==> src/rtl/mem_pkg.sv <==
// mem_pkg: shared constants, state encoding and store/alignment helpers
// for the memory-stage load/store engine (mem_access_unit).
package mem_pkg;

   // RV64 load funct3 encodings
   localparam logic [2:0] F3_LB  = 3'b000;
   localparam logic [2:0] F3_LH  = 3'b001;
   localparam logic [2:0] F3_LW  = 3'b010;
   localparam logic [2:0] F3_LD  = 3'b011;
   localparam logic [2:0] F3_LBU = 3'b100;
   localparam logic [2:0] F3_LHU = 3'b101;
   localparam logic [2:0] F3_LWU = 3'b110;

   // RV64 store funct3 encodings
   localparam logic [2:0] F3_SB  = 3'b000;
   localparam logic [2:0] F3_SH  = 3'b001;
   localparam logic [2:0] F3_SW  = 3'b010;
   localparam logic [2:0] F3_SD  = 3'b011;

   // Access size as carried in funct3[1:0]
   localparam logic [1:0] SZ_B = 2'd0;
   localparam logic [1:0] SZ_H = 2'd1;
   localparam logic [1:0] SZ_W = 2'd2;
   localparam logic [1:0] SZ_D = 2'd3;

   // Unit state; exposed as the 'state' signal inside mem_access_unit
   typedef enum logic [1:0] {
      IDLE = 2'd0,
      REQ  = 2'd1,
      RESP = 2'd2,
      DONE = 2'd3
   } mem_state_e;

   // Low address bits that must be zero for an access of this size
   function automatic logic [2:0] align_mask(input logic [1:0] size);
      logic [2:0] m;
      m = 3'b000;
      case (size)
         SZ_B:    m = 3'b000;
         SZ_H:    m = 3'b001;
         SZ_W:    m = 3'b011;
         default: m = 3'b111;
      endcase
      return m;
   endfunction

   // Byte strobes for a store of this size at byte lane 'lane'
   function automatic logic [7:0] store_strb(input logic [1:0] size,
                                             input logic [2:0] lane);
      logic [7:0] base;
      base = 8'h00;
      case (size)
         SZ_B:    base = 8'h01;
         SZ_H:    base = 8'h03;
         SZ_W:    base = 8'h0F;
         default: base = 8'hFF;
      endcase
      return (size == SZ_D) ? 8'hFF : (base << lane);
   endfunction

   // Store data replicated across all lanes so any strobe pattern picks it up
   function automatic logic [63:0] store_lanes(input logic [1:0]  size,
                                               input logic [63:0] data);
      logic [63:0] d;
      d = 64'd0;
      case (size)
         SZ_B:    d = {8{data[7:0]}};
         SZ_H:    d = {4{data[15:0]}};
         SZ_W:    d = {2{data[31:0]}};
         default: d = data;
      endcase
      return d;
   endfunction

endpackage

==> src/rtl/load_extend.sv <==
// load_extend: aligns the addressed bytes of a 64-bit read beat down to
// bit 0 and sign/zero-extends them according to the load funct3.
module load_extend
   import mem_pkg::*;
(
   input  logic [63:0] rdata,
   input  logic [2:0]  lane,
   input  logic [2:0]  funct3,
   output logic [63:0] result
);

   logic [63:0] shifted;

   // Lane shift followed by width/sign selection; funct3 111 is not a load
   always_comb begin
      shifted = rdata >> {lane, 3'b000};
      result  = 64'd0;
      case (funct3)
         F3_LB:   result = {{56{shifted[7]}},  shifted[7:0]};
         F3_LH:   result = {{48{shifted[15]}}, shifted[15:0]};
         F3_LW:   result = {{32{shifted[31]}}, shifted[31:0]};
         F3_LD:   result = shifted;
         F3_LBU:  result = {56'd0, shifted[7:0]};
         F3_LHU:  result = {48'd0, shifted[15:0]};
         F3_LWU:  result = {32'd0, shifted[31:0]};
         default: result = 64'd0;
      endcase
   end

endmodule

==> src/rtl/mem_access_unit.sv <==
// mem_access_unit: memory-stage load/store engine. Issues one request per
// regM memory op on the data bus and returns the extended load value.
//
// Bus handshake: dbus_o_req and all dbus_o_* fields are held stable from
// the first REQ cycle until the cycle dbus_i_ready is high (acceptance).
// dbus_i_rvalid is honoured only in the acceptance cycle or later in RESP;
// at any other time it is ignored. Exactly one rvalid ends an access.
//
// Optional feature: define MEM_ACCESS_TIMEOUT_EN to bound the RESP wait to
// TIMEOUT_CYCLES cycles, after which a bus error is reported in DONE.
module mem_access_unit
   import mem_pkg::*;
#(
   parameter int unsigned TIMEOUT_CYCLES = 256
) (
   input  logic        clk,
   input  logic        rst,
   input  logic        regM_i_valid,
   input  logic        regM_i_mem_ren,
   input  logic        regM_i_mem_wen,
   input  logic [2:0]  regM_i_funct3,
   input  logic [63:0] regM_i_alu_result,
   input  logic [63:0] regM_i_store_data,
   output logic        dbus_o_req,
   output logic        dbus_o_we,
   output logic [63:0] dbus_o_addr,
   output logic [63:0] dbus_o_wdata,
   output logic [7:0]  dbus_o_wstrb,
   input  logic        dbus_i_ready,
   input  logic        dbus_i_rvalid,
   input  logic [63:0] dbus_i_rdata,
   output logic [63:0] memory_o_memdata,
   output logic        memory_o_stall,
   output logic        memory_o_misalign,
   output logic        memory_o_bus_err
);

   mem_state_e  state;

   logic [63:0] addr_q;
   logic        we_q;
   logic [2:0]  funct3_q;
   logic [63:0] wdata_q;
   logic [7:0]  wstrb_q;
   logic        req_q;
   logic [63:0] memdata_q;
   logic        bus_err_q;

   logic        op;
   logic [1:0]  size;
   logic        misaligned;
   logic        issue;
   logic        timeout_hit;
   logic [63:0] ext_data;
   logic [63:0] capture_data;

   // Decode of the op currently presented by regM
   always_comb begin
      op         = regM_i_valid & (regM_i_mem_ren | regM_i_mem_wen);
      size       = regM_i_funct3[1:0];
      misaligned = |(regM_i_alu_result[2:0] & align_mask(size));
      issue      = (state == IDLE) & op & ~misaligned;
   end

   load_extend u_load_extend (
      .rdata  (dbus_i_rdata),
      .lane   (addr_q[2:0]),
      .funct3 (funct3_q),
      .result (ext_data)
   );

   // Stores complete with a write ack, which carries no load value
   assign capture_data = we_q ? 64'd0 : ext_data;

`ifdef MEM_ACCESS_TIMEOUT_EN
   localparam int unsigned CW = (TIMEOUT_CYCLES > 1) ? $clog2(TIMEOUT_CYCLES + 1) : 1;
   logic [CW-1:0] tmo_cnt;

   // Last permitted RESP cycle with no response in sight
   assign timeout_hit = (state == RESP) & ~dbus_i_rvalid &
                        (tmo_cnt == CW'(TIMEOUT_CYCLES - 1));
`else
   logic [31:0] timeout_cycles_unused;
   assign timeout_cycles_unused = 32'(TIMEOUT_CYCLES);
   assign timeout_hit = 1'b0;
`endif

   // Access FSM: latches the request, tracks the handshake, captures data
   always_ff @(posedge clk) begin
      if (rst) begin
         state     <= IDLE;
         addr_q    <= 64'd0;
         we_q      <= 1'b0;
         funct3_q  <= 3'd0;
         wdata_q   <= 64'd0;
         wstrb_q   <= 8'd0;
         req_q     <= 1'b0;
         memdata_q <= 64'd0;
         bus_err_q <= 1'b0;
`ifdef MEM_ACCESS_TIMEOUT_EN
         tmo_cnt   <= '0;
`endif
      end else begin
         bus_err_q <= 1'b0;
         case (state)
            IDLE: begin
               memdata_q <= 64'd0;
               if (issue) begin
                  addr_q   <= regM_i_alu_result;
                  we_q     <= regM_i_mem_wen;
                  funct3_q <= regM_i_funct3;
                  wdata_q  <= regM_i_mem_wen ? store_lanes(size, regM_i_store_data) : 64'd0;
                  wstrb_q  <= regM_i_mem_wen ? store_strb(size, regM_i_alu_result[2:0]) : 8'd0;
                  req_q    <= 1'b1;
                  state    <= REQ;
               end
            end
            REQ: begin
               if (dbus_i_ready) begin
                  req_q <= 1'b0;
                  if (dbus_i_rvalid) begin
                     memdata_q <= capture_data;
                     state     <= DONE;
                  end else begin
                     state <= RESP;
`ifdef MEM_ACCESS_TIMEOUT_EN
                     tmo_cnt <= '0;
`endif
                  end
               end
            end
            RESP: begin
               if (dbus_i_rvalid) begin
                  memdata_q <= capture_data;
                  state     <= DONE;
               end else if (timeout_hit) begin
                  memdata_q <= 64'd0;
                  bus_err_q <= 1'b1;
                  state     <= DONE;
               end else begin
`ifdef MEM_ACCESS_TIMEOUT_EN
                  tmo_cnt <= tmo_cnt + 1'b1;
`endif
               end
            end
            DONE: begin
               // regM still shows the finished op here; it is not re-issued
               memdata_q <= 64'd0;
               state     <= IDLE;
            end
            default: begin
               req_q <= 1'b0;
               state <= IDLE;
            end
         endcase
      end
   end

   // Bus fields come straight from the latched request
   assign dbus_o_req   = req_q;
   assign dbus_o_we    = we_q;
   assign dbus_o_addr  = {addr_q[63:3], 3'b000};
   assign dbus_o_wdata = wdata_q;
   assign dbus_o_wstrb = wstrb_q;

   // Pipeline-facing status; stall rises in the issue cycle itself
   assign memory_o_memdata  = memdata_q;
   assign memory_o_bus_err  = bus_err_q;
   assign memory_o_stall    = issue | (state == REQ) | (state == RESP);
   assign memory_o_misalign = (state == IDLE) & op & misaligned;

endmodule

==> config.mk <==
export PLATFORM = sky130hd
export DESIGN_NAME = mem_access_unit
export DESIGN_NICKNAME = d
export VERILOG_FILES = /design/src/rtl/mem_pkg.sv /design/src/rtl/load_extend.sv /design/src/rtl/mem_access_unit.sv
export SDC_FILE = /design/constraint.sdc
export NUM_CORES = 1
export LEC_CHECK = 0
export BUFFER_PORTS_ARGS = -buffer_cell sky130_fd_sc_hd__buf_4
export CAP_MARGIN = 20
export CORE_AREA = 2 2 157 159
export DETAILED_ROUTE_END_ITERATION = 10
export DIE_AREA = 0 0 159 161
export PLACE_DENSITY_LB_ADDON = 0.25
export SLEW_MARGIN = 10
export SYNTH_ARGS = -nofsm -noshare
export SYNTH_HDL_FRONTEND = slang
export SYNTH_HIERARCHICAL = 1
export SYNTH_SLANG_ARGS = --single-unit
==> constraint.sdc <==
create_clock -name clk -period 2.06 [get_ports clk]
set_input_delay 0.412 -clock clk [delete_from_list [all_inputs] [get_ports clk]]
set_output_delay 0.412 -clock clk [all_outputs]
set_load 0.05 [all_outputs]
* Word level (Yosys, flattened, before mapping)
Index checks and enable logic that the tools add are counted.
** Word-level totals
- Register bits :: 207
- Input bits :: 202
- Output and inout bits :: 205
** Operators by class
- Equal/unequal tests :: 15
- Shift-type cells :: 2
- Muxes and demuxes :: 22
- Bitwise operators :: 9
- Reductions and logical operators :: 9
** Operators with widths (count)
- case mux 64 bit (7 select lines) :: 1
- case mux 64 bit (3 select lines) :: 2
- 2-to-1 mux 64 bit :: 4
- >> shifter 64 x 6 -> 64 bit :: 1
- 2-to-1 mux 8 bit :: 5
- case mux 8 bit (3 select lines) :: 1
- equality test 3 bit (second input constant) :: 3
- case mux 3 bit (3 select lines) :: 1
- equality test 2 bit (second input constant) :: 4
- case mux 2 bit (4 select lines) :: 1
- << shifter 8 x 3 -> 8 bit :: 1
- equality test 3 x 2 -> 1 bit (second input constant) :: 2
- 2-to-1 mux 2 bit :: 3
- inequality test 2 bit (second input constant) :: 3
- AND reduction 3 bit :: 2
- AND 1 bit :: 4
- equality test 2 x 1 -> 1 bit (second input constant) :: 2
- logical NOT 2 bit :: 2
- AND 3 bit :: 1
- equality test 3 x 1 -> 1 bit (second input constant) :: 1
- logical NOT 3 bit :: 1
- 2-to-1 mux 1 bit :: 3
- OR 1 bit :: 3
- OR reduction 3 bit :: 1
- other kinds (5) :: 5

* Logic depth before layout (Yosys ltp)
Gate-level depths: netlist (run 1).
- Word-level depth :: 12
- Mapped depth :: 10
- Mapped depth without buffers :: 6

* By module
The synthesis (run 1) kept the hierarchy.
** By module, submodules not included
- mem_access_unit :: instances 1, cells an instance 1087, area an instance 8727.1 sq um, seq. area each 4144.0 sq um
- load_extend :: instances 1, cells an instance 289, area an instance 2533.7 sq um, seq. area each 0.0 sq um

* Least setup slack after synthesis (run 1)
OpenSTA, ideal clock, no wires.
- Kind :: input-to-output
- Start :: input port regM_i_funct3[0]
- End :: output port memory_o_misalign
- Data arrival time :: 1.853 ns
- Required time :: 1.648 ns
- Setup slack :: -0.205 ns
- Cell stages on the path :: 5
- Path buffers :: 3
- Cell sequence :: buf_2 > buf_2 > clkbuf_1 > a21oi_1 > nor2_1
** Between the ends
- Word-level cells in the longest chain between the ends :: 5
- Elaborated cells between the ends (all ways) :: 7
- Classes of those cells :: 2 x eq/ne; 1 x mux; 2 x bitwise; 2 x reduce/logical
** RTL lines
- start, declared :: RTL line mem_access_unit.sv:21 : input logic [2:0] regM_i_funct3,
- equality test 2 bit, or another cell as far along :: RTL line mem_pkg.sv:38 : case (size)
- case mux 3 bit (3 select lines) (*) :: RTL line mem_pkg.sv:38
- AND 3 bit (*) :: RTL line mem_access_unit.sv:61 : misaligned = |(regM_i_alu_result[2:0] & align_mask(size));
- OR reduction 3 bit (*) :: RTL line mem_access_unit.sv:61
- AND 1 bit (*) :: RTL line mem_access_unit.sv:170 : assign memory_o_misalign = (state == IDLE) & op & misaligned;
- end, declared :: RTL line mem_access_unit.sv:34 : output logic memory_o_misalign,
Mark *: on every way between the ends. The rest lies on a longest branch, timed or not.

* Worst setup path after layout (run 1)
- Start :: register state[1]
- End :: output port memory_o_stall
** Between the ends
- Word-level cells in the longest chain between the ends :: 5
- Elaborated cells between the ends (all ways) :: 7
- Classes of those cells :: 2 x eq/ne; 4 x bitwise; 1 x reduce/logical
** RTL lines
- start, declared :: RTL line mem_access_unit.sv:38 : mem_state_e state;
- start signal, assigned :: RTL line mem_access_unit.sv:91 : state <= IDLE;
- start signal, assigned :: RTL line mem_access_unit.sv:115 : state <= REQ;
- start signal, assigned :: RTL line mem_access_unit.sv:123 : state <= DONE;
- logical NOT 2 bit :: RTL line mem_access_unit.sv:62 : issue = (state == IDLE) & op & ~misaligned;
- AND 1 bit (2 in a row) :: RTL line mem_access_unit.sv:62
- OR 1 bit :: RTL line mem_access_unit.sv:169 : assign memory_o_stall = issue | (state == REQ) | (state == RESP);
- OR 1 bit (*) :: RTL line mem_access_unit.sv:169
- end, declared :: RTL line mem_access_unit.sv:33 : output logic memory_o_stall,
Marked as above.

==> impl_metrics.yaml, run 1 <==
status:
  status: "complete, but fails checks"
  violations: "setup timing"
critical_path:
  cp.required_ps: 1650
  end_kind: "primary output"
  cp_max_fo: 3
  crit_arrival_ps: 1750
  worstSetupPathType: "reg2out"
  worstSetupStartpointType: "flip-flop"
cts:
  htreeDepth: 1
  tritoncts: "built"
  clkSlewWorstSetupHoldPaths_ps: 60
  cts_buffers: 24
  cts_buffer_depth: 3
  root_buffer: "clkbuf_16"
  clk_latency_ps: 530
  cts_sinks: 207
floorplan:
  ios: 407
  die_area_sq_um: 25600
  rows: 57
  dieHeight_um: 161
  die_w_um: 159
  coreArea_sq_um: 24000
  start_util_pct: 47.0
synth:
  synth.area.top_cells: "dfxtp_1, nand2_1, a21oi_1"
  syn-cell-area_sq_um: 11300
  synthArstFlopShare_pct: 0
  synth_common_cells: "nand2_1, dfxtp_1, a21oi_1, nand3_1, buf_4"
  yosysTopAreaCellShare_pct: 36.8
  synth_cells: 1376
  synth_seq_cells: 207
  synth_edf_count: 0
  synth_area_per_cell_sq_um: 8.18
  synth-seq-area-share_pct: 36.8
  synth_area_leader_cell: "dfxtp_1"
  ys_warn_count: 6
  ys.flop_type: "dfxtp_1"
  yosysUniqueCellTypes: 63
  yosysMostFrequentCell: "nand2_1"
placed_design:
  io_buffer_count: 402
  dp_slack_ps: 62.5
  routabilityCongestion: 0.934
  hpwlAfterDp_mm: 28.8
sta:
  fin_crit_sh_pct: 105
  worst_slack_ps: -107
  rsz0062_at_grt: "true"
  tightest_slew_ps: 624
  max_slew_margin_pct: 58.3
  fmax_mhz: 462
  finalCriticalPeriod_ps: 2170
  clock-skew-final_ps: 30.6
  holdWs_ps: 119
  final_max_slew_viol_count: 0
  finalHoldViolations: 0
  fin_tns_setup_ps: -107
  setup_viol_count_final: 1
drt:
  wire_per_inst_um: 19.6
  viasPerCell: 5.63
  drt-met1-wl_mm: 15.1
  drc: 0
  drt_wl_total_mm: 39.6
  drt_pass1_iterations: 6
  drt_iter0_drc: 903
  num_vias: 11393
  wl_met2_mm: 18.7
  wl_met3_mm: 3.98
  top_layer: "met4"
  ant_nets: 0
layout:
  drive_gt1_share_pct: 35.0
  nets: 1887
  area_delta_synth_final_pct: 34.4
grt:
  antenna_found_initial: 2
  grt_pass1_vias: 10907
  grt_overflow_total: 0
  grtUsageTotal_pct: 29.1
  grt_pass1_wl_mm: 60.3
  grt_max_degree: 112
pwr:
  vdd_ir_drop_max_v: 0.000661
  power.density_nw_per_um2: 1050
  leakage_nw: 6.34
job:
  max_cap_violations: 0
hold_path:
  min_path_type: "in2reg"
-- sequential cells by signal, indices dropped and copies added, names as in the netlist --
register          flops
addr_q               64
dbus_o_wdata         64
memory_o_memdata     64
dbus_o_wstrb          8
funct3_q              3
state                 2
dbus_o_req            1
dbus_o_we             1
-- worst max-delay path, cell delays in order (launching register included) --
cell and delay, ps:
dfxtp_2 350, inv_4 50, ha_4 170, o211ai_4 90
a211oi_4 70, or3_4 360, buf_8 160
-- worst paths after layout --
check | from | endpoint | slack (ps) | cells past startpoint
setup reg to reg | addr_q[0] | memory_o_memdata[10] | 80 | 6
hold reg to reg | memory_o_memdata[41] | memory_o_memdata[41] | 450 | 2
setup / recovery | state[1] | memory_o_stall | -110 | 6
hold / removal | dbus_i_ready | dbus_o_req | 120 | 2
-- stage by stage --
stage / cell area (sq um) / utilization, % / power (mW) / instances
final: 15100 / 63.1 / 16.0 / 2023
after global routing: 15100 / 63.1 / 16.7 / 2023
after CTS: 15000 / 62.8 / 16.0 / 2017
after detailed placement: 14200 / 59.3 / 11.7 / 1972
after global placement: 14200 / 59.3 / 11.7 / 1972
after floorplan: 11300 / - / 9.54 / 1379
-- layout make-up --
class,instances,area [sq um]
fill,2101,8830
multi-input combinational,975,6040
sequential,207,4160
timing repair buffer,465,3740
clock buffer,33,694
tap,324,405
clock inverter,9,61.3
inverter,8,32.5
antenna,2,5.00
-- cell usage in the layout, fill, tap and decap left out, types with 3 or more instances in the layout --
cell type and instances:
clkbuf_1 3, mux2_4 12, nor2_1 56, mux2_2 20
a221o_1 7, clkbuf_8 6, inv_1 6, and3_1 15
nand2_1 307, o21ai_1 6, clkinv_2 6, conb_1 4
nand3_1 92, nand4_1 33, nor4_1 3, a22o_1 5
mux4_2 29, a22oi_1 25, mux2i_1 38, dfxtp_1 202
clkbuf_16 26, nand2b_1 14, buf_12 15, buf_4 444
and2_1 3, o21a_1 3, dfxtp_2 3, o221ai_1 10
o2bb2ai_1 21, o211ai_1 17, nor2b_1 12, a21oi_1 174
o21ai_0 23
-- where the power goes --
group	internal, mW	switching, mW	total (mW)
Clock	2.36	1.72	4.08
Combinational	2.47	4.56	7.03
Sequential	4.52	0.327	4.85
Total	9.35	6.61	16.0
-- cell families (layout without fill, tap and decap cells) --
logic type               after synthesis  count (layout)  share of synthesized area, %
other                                  1               6                        0.0333
AO/OA/AOI/OAI                        310             310                          17.1
adder cells (fa/ha/maj)                4               4                         0.444
AND/OR/NAND/NOR                      554             554                          22.0
buffers and inverters                197             515                          10.4
flip-flops                           207             207                          36.8
XOR/XNOR                               3               3                         0.233
multiplexers                         100             100                          12.9
-- per-layer routing --
layer	global-route usage [%]	up-vias
met5	0	-
met4	13.4	0
met3	8.17	106
met2	47.8	610
met1	35.8	5296
li1	-	5381
-- repair_timing --
item | CTS | global route
hold buffers | 0 | 0
endpoints found under the setup margin | 2 | 11
pin swaps | 3 | 2
cloned | 0 | 2
setup buffers | 3 | 2
gates resized for setup | 15 | 5
(Power assumes the default switching activity.)
==> run 2, diff against run 1 <==
Settings changed: BUFFER_PORTS_ARGS -buffer_cell sky130_fd_sc_hd__buf_4 to -buffer_cell sky130_fd_sc_hd__buf_2.
==> impl_metrics.yaml, run 2 (synthesis results as in run 1) <==
drt:
  viasPerCell: 5.63
  drc: 0
  num_vias: 11445
  drt_iter0_drc: 970
  drt_pass1_iterations: 6
  ant_nets: 0
  drt_wl_total_mm: 38.1
  wire_per_inst_um: 18.7
pwr:
  leakage_nw: 6.23
  p_int_mw: 9.13
  switchingPower_mw: 6.51
  sw_frac_of_total_pct: 41.6
  p_seq_share_pct: 30.8
  p_clk_share_pct: 25.9
  pwr-share-comb_pct: 43.3
  total_power_mw: 15.6
  power.density_nw_per_um2: 1100
  vdd_ir_drop_max_v: 0.000668
critical_path:
  cp.depth: 5
  path_cells: "inv_2 > buf_4 > ha_4 > or3_4 > buf_8"
  worstSetupStartpointType: "flip-flop"
  crit_end: "memory_o_stall"
  end_kind: "primary output"
  rrSetupSlack_ps: 90
  cp_max_fo: 4
  crit_start: "state[0]"
  crit_slowest_cell: "or3_4"
  r2r-start: "state[0]"
  cp.required_ps: 1650
  worst-path-buf-inv: 3
  worstSetupPathType: "reg2out"
  reg2regPathDepth: 9
  crit_family: "simple AND/OR/NAND/NOR gates"
  r2r-end: "addr_q[50]"
  cpPeakStageDelay_ps: 390
  crit_arrival_ps: 1740
cts:
  cts_buffer_depth: 3
  tritoncts: "built"
  clk_latency_ps: 530
  root_buffer: "clkbuf_16"
  cts_buffers: 24
  htreeDepth: 1
  clkSlewWorstSetupHoldPaths_ps: 50
  cts_sinks: 207
sta:
  clock-skew-final_ps: 31.0
  fmax_mhz: 464
  setup_viol_count_final: 2
  max_slew_margin_pct: 50.9
  finalHoldViolations: 0
  final_max_slew_viol_count: 0
  worst_slack_ps: -93.9
  fin_crit_sh_pct: 105
  finalCriticalPeriod_ps: 2150
  rsz0062_at_grt: "true"
  tightest_slew_ps: 737
hold_path:
  min_path_type: "in2reg"
layout:
  area_delta_synth_final_pct: 26.5
  fill_cells: 2213
  final_area_sq_um: 14200
  ff_latch_area_sq_um: 4160
  nets: 1897
  drive_gt1_share_pct: 35.1
  final_cell_mix: "buf_2, nand2_1, dfxtp_1"
  multi_input_area_sq_um: 6050
  final_common_cell: "buf_2"
  finish.utilization_pct: 59.4
floorplan:
  die_area_sq_um: 25600
  dieHeight_um: 161
  start_util_pct: 47.0
  die_w_um: 159
  coreArea_sq_um: 24000
  ios: 407
  rows: 57
placed_design:
  dpl_cell_area_sq_um: 13300
  io_buffer_count: 402
  dp_slack_ps: -13.1
  hpwlAfterDp_mm: 28.2
  routabilityCongestion: 0.917
grt:
  grt_pass1_vias: 10644
  antenna_found_initial: 5
  grt_overflow_total: 0
  grtUsageTotal_pct: 28.4
  grt_pass1_wl_mm: 59.0
  grt_max_degree: 115
job:
  max_cap_violations: 0
status:
  status: "complete, but fails checks"
  violations: "setup timing"
[run 2: cell types whose count changed in the layout (fill, tap and decap cells not counted), sizes merged]
cell	before	now
buf	463	475
clkinv	7	2
clkbuf	35	38
diode	2	5
inv	10	8
[run 2: worst min-delay path by stage]
stage | slack (ps) | startpoint | cells past startpoint | end
after detailed placement | 440 | dbus_o_wdata[53] | 2 | dbus_o_wdata[53]
after CTS | 110 | dbus_i_ready | 2 | dbus_o_req
after global routing | 110 | dbus_i_ready | 2 | dbus_o_req
final | 120 | dbus_i_ready | 2 | dbus_o_req
after floorplan | 440 | addr_q[10] | 2 | addr_q[10]
after global placement | 440 | dbus_o_wdata[17] | 2 | dbus_o_wdata[17]
[run 2: cell type report]
class	instances	share of cell area, %
Multi-Input combinational cell	975	42.5
Timing Repair Buffer	475	20.0
Clock buffer	38	5.16
Clock inverter	2	0.0703
Antenna cell	5	0.0878
Tap cell	324	2.85
Sequential cell	207	29.2
Inverter	8	0.211
[run 2: metal layers]
layer,global-route usage [%],vias up,wire (um)
li1,-,5398,-
met1,36.3,5337,15100
met2,46.2,604,17700
met3,6.91,104,3650
met4,11.9,2,1730
met5,0,-,13
[run 2: what timing repair did]
item	4_1_cts	5_1_grt
resized for setup	15	7
setup endpoints to repair	2	20
hold buffers	0	0
endpoints found under the hold margin	0	0
setup buffers	4	1
pin swaps	2	1
[run 2: through the flow]
step           hold WS (ps)  std cells  TNS, ps
2_1_floorplan           437       1379        0
3_3_place_gp            436       1985        0
3_5_place_dp            440       1985    -13.1
4_1_cts                 108       2028     -225
5_1_grt                 112       2033     -224
6_report                124       2034     -119
[run 2: worst reg2reg max path: stages (launching register included)]
cell and delay [ps]:
dfxtp_2 320, inv_2 70, ha_4 160, o211ai_4 90, buf_4 140, buf_4 150, a211o_4 450, buf_12 250
nand2_1 130, a21oi_1 60
[run 2: power groups by stage]
stage | combinational (mW) | clock, mW | sequential [mW]
after floorplan | 3.41 | 0 | 6.13
after global placement | 6.53 | 0 | 4.87
after detailed placement | 6.56 | 0 | 4.89
after CTS | 6.71 | 4.12 | 4.81
after global routing | 7.22 | 4.28 | 4.87
final | 6.77 | 4.05 | 4.81
==> run 3, diff against run 2 <==
Settings changed: CORE_AREA 2 2 157 159 to default, CORE_ASPECT_RATIO from default to 1.4, CORE_MARGIN from default to 2, CORE_UTILIZATION from default to 46, DIE_AREA 0 0 159 161 to default, REMOVE_ABC_BUFFERS from default to 1.
Clock period 2.06 ns to 1.77 ns, I/O delays scaled along.
==> impl_metrics.yaml, run 3 (synthesis results as in run 1) <==
status:
  status: "complete, but fails checks"
  violations: "setup timing"
drt:
  wire_per_inst_um: 21.0
  drt_pass1_iterations: 8
  num_vias: 12430
  drc: 0
  viasPerCell: 5.88
  drt_iter0_drc: 1152
  ant_nets: 0
  drt_wl_total_mm: 44.4
critical_path:
  path_cells: "inv_2 > ha_4 > o211ai_4 > a211oi_4 > buf_4 > or3_4 > buf_12"
  cpPeakStageDelay_ps: 340
  cp_max_fo: 2
  crit_arrival_ps: 1850
  cp.required_ps: 1420
  r2r-start: "addr_q[0]"
  crit_slowest_cell: "or3_4"
  reg2regPathDepth: 10
  worst-path-buf-inv: 3
  rrSetupSlack_ps: -380
  worstSetupPathType: "reg2out"
  r2r-end: "memory_o_memdata[17]"
  end_kind: "primary output"
  worstSetupStartpointType: "flip-flop"
  crit_family: "buffers and inverters"
sta:
  worst_slack_ps: -431
  clock-skew-final_ps: 9.58
  fmax_mhz: 454
  finalHoldViolations: 0
  rsz0062_at_grt: "true"
  tightest_slew_ps: 913
  fin_tns_setup_ps: -11340
  max_slew_margin_pct: 39.1
  final_max_slew_viol_count: 0
  fin_crit_sh_pct: 124
  setup_viol_count_final: 90
  finalCriticalPeriod_ps: 2200
placed_design:
  hpwlAfterDp_mm: 27.1
  routabilityCongestion: 0.889
  io_buffer_count: 402
grt:
  grt_pass1_vias: 11634
  grtUsageTotal_pct: 30.1
  grt_pass1_wl_mm: 61.5
  grt_overflow_total: 0
  antenna_found_initial: 5
  grt_max_degree: 78
floorplan:
  start_util_pct: 47.0
  die_w_um: 136
  die_area_sq_um: 25800
  ios: 407
  rows: 67
  coreArea_sq_um: 24000
  dieHeight_um: 189
layout:
  area_delta_synth_final_pct: 42.2
  final_cell_mix: "buf_2, nand2_1, dfxtp_1"
  finish.utilization_pct: 66.8
  nets: 1988
  final_common_cell: "buf_2"
  drive_gt1_share_pct: 44.0
job:
  max_cap_violations: 0
pwr:
  leakage_nw: 7.04
  power.density_nw_per_um2: 1220
  vdd_ir_drop_max_v: 0.000857
  total_power_mw: 19.5
cts:
  cts_buffers: 22
  cts_buffer_depth: 3
  clk_latency_ps: 510
  root_buffer: "clkbuf_16"
  htreeDepth: 1
  cts_sinks: 207
  clkSlewWorstSetupHoldPaths_ps: 60
  tritoncts: "built"
hold_path:
  min_path_type: "in2reg"
  holdPathEnd: "addr_q[40]"
  hold_depth: 3
  min-delay-start: "regM_i_alu_result[40]"
==> run 3: metal layers <==
layer  share of wire, %  global-route usage [%]  vias up
li1                   -                       -     5591
met1                 34                    33.4     5810
met2                 50                    52.6      809
met5              0.029                       0        -
met4                6.2                    17.0        2
met3                9.6                    6.53      218
==> run 3: final cells by class <==
type | count | area (sq um)
antenna | 6 | 15.0
clock buffer | 31 | 636
clock inverter | 8 | 96.3
fill | 1953 | 7960
inverter | 8 | 30.0
multi-input combinational | 976 | 6560
sequential | 207 | 4160
tap | 310 | 388
timing repair buffer | 567 | 4140
==> run 3: how the worst max path moves through the flow <==
stage / start / to / slack (ps) / cells past startpoint
after floorplan: addr_q[0] / memory_o_memdata[16] / -2790 / 6
after global placement: regM_i_funct3[1] / dbus_o_wdata[38] / -120 / 7
after detailed placement: regM_i_funct3[1] / addr_q[54] / -140 / 7
after CTS: state[1] / memory_o_stall / -490 / 7
after global routing: state[1] / memory_o_stall / -480 / 7
final: state[1] / memory_o_stall / -430 / 7
==> run 3: report_power, final <==
group | leakage [nW] | switching (mW) | total, mW | internal (mW)
clock | 0.359 | 1.96 | 4.76 | 2.80
sequential | 1.68 | 0.333 | 5.59 | 5.26
combinational | 5.00 | 5.88 | 9.17 | 3.29
==> run 3: through the flow <==
step	instance area (sq um)	std cells	hold slack [ps]	worst slack (ps)
after floorplan	10100	1190	423	-2790
after global placement	13500	2001	436	-123
after detailed placement	13500	2001	440	-139
after CTS	15000	2076	59.8	-487
after global routing	16000	2111	59.7	-484
final	16000	2113	77.4	-431
==> run 3: repair_timing <==
action	4_1_cts	5_1_grt
hold buffers	0	0
resized for setup	78	146
endpoints found under the hold margin	0	0
setup buffers	27	22
pin swaps	69	97
cloned	10	18
endpoints found under the setup margin	142	127
==> run 3: worst register-to-register path: stages, from the launching register on <==
cell and delay [ps]:
dfxtp_4 370, buf_6 120, buf_8 130, buf_8 140
buf_4 120, buf_4 120, mux4_2 310, a22oi_1 360
o211ai_1 160, nand3_1 100, a21oi_1 60
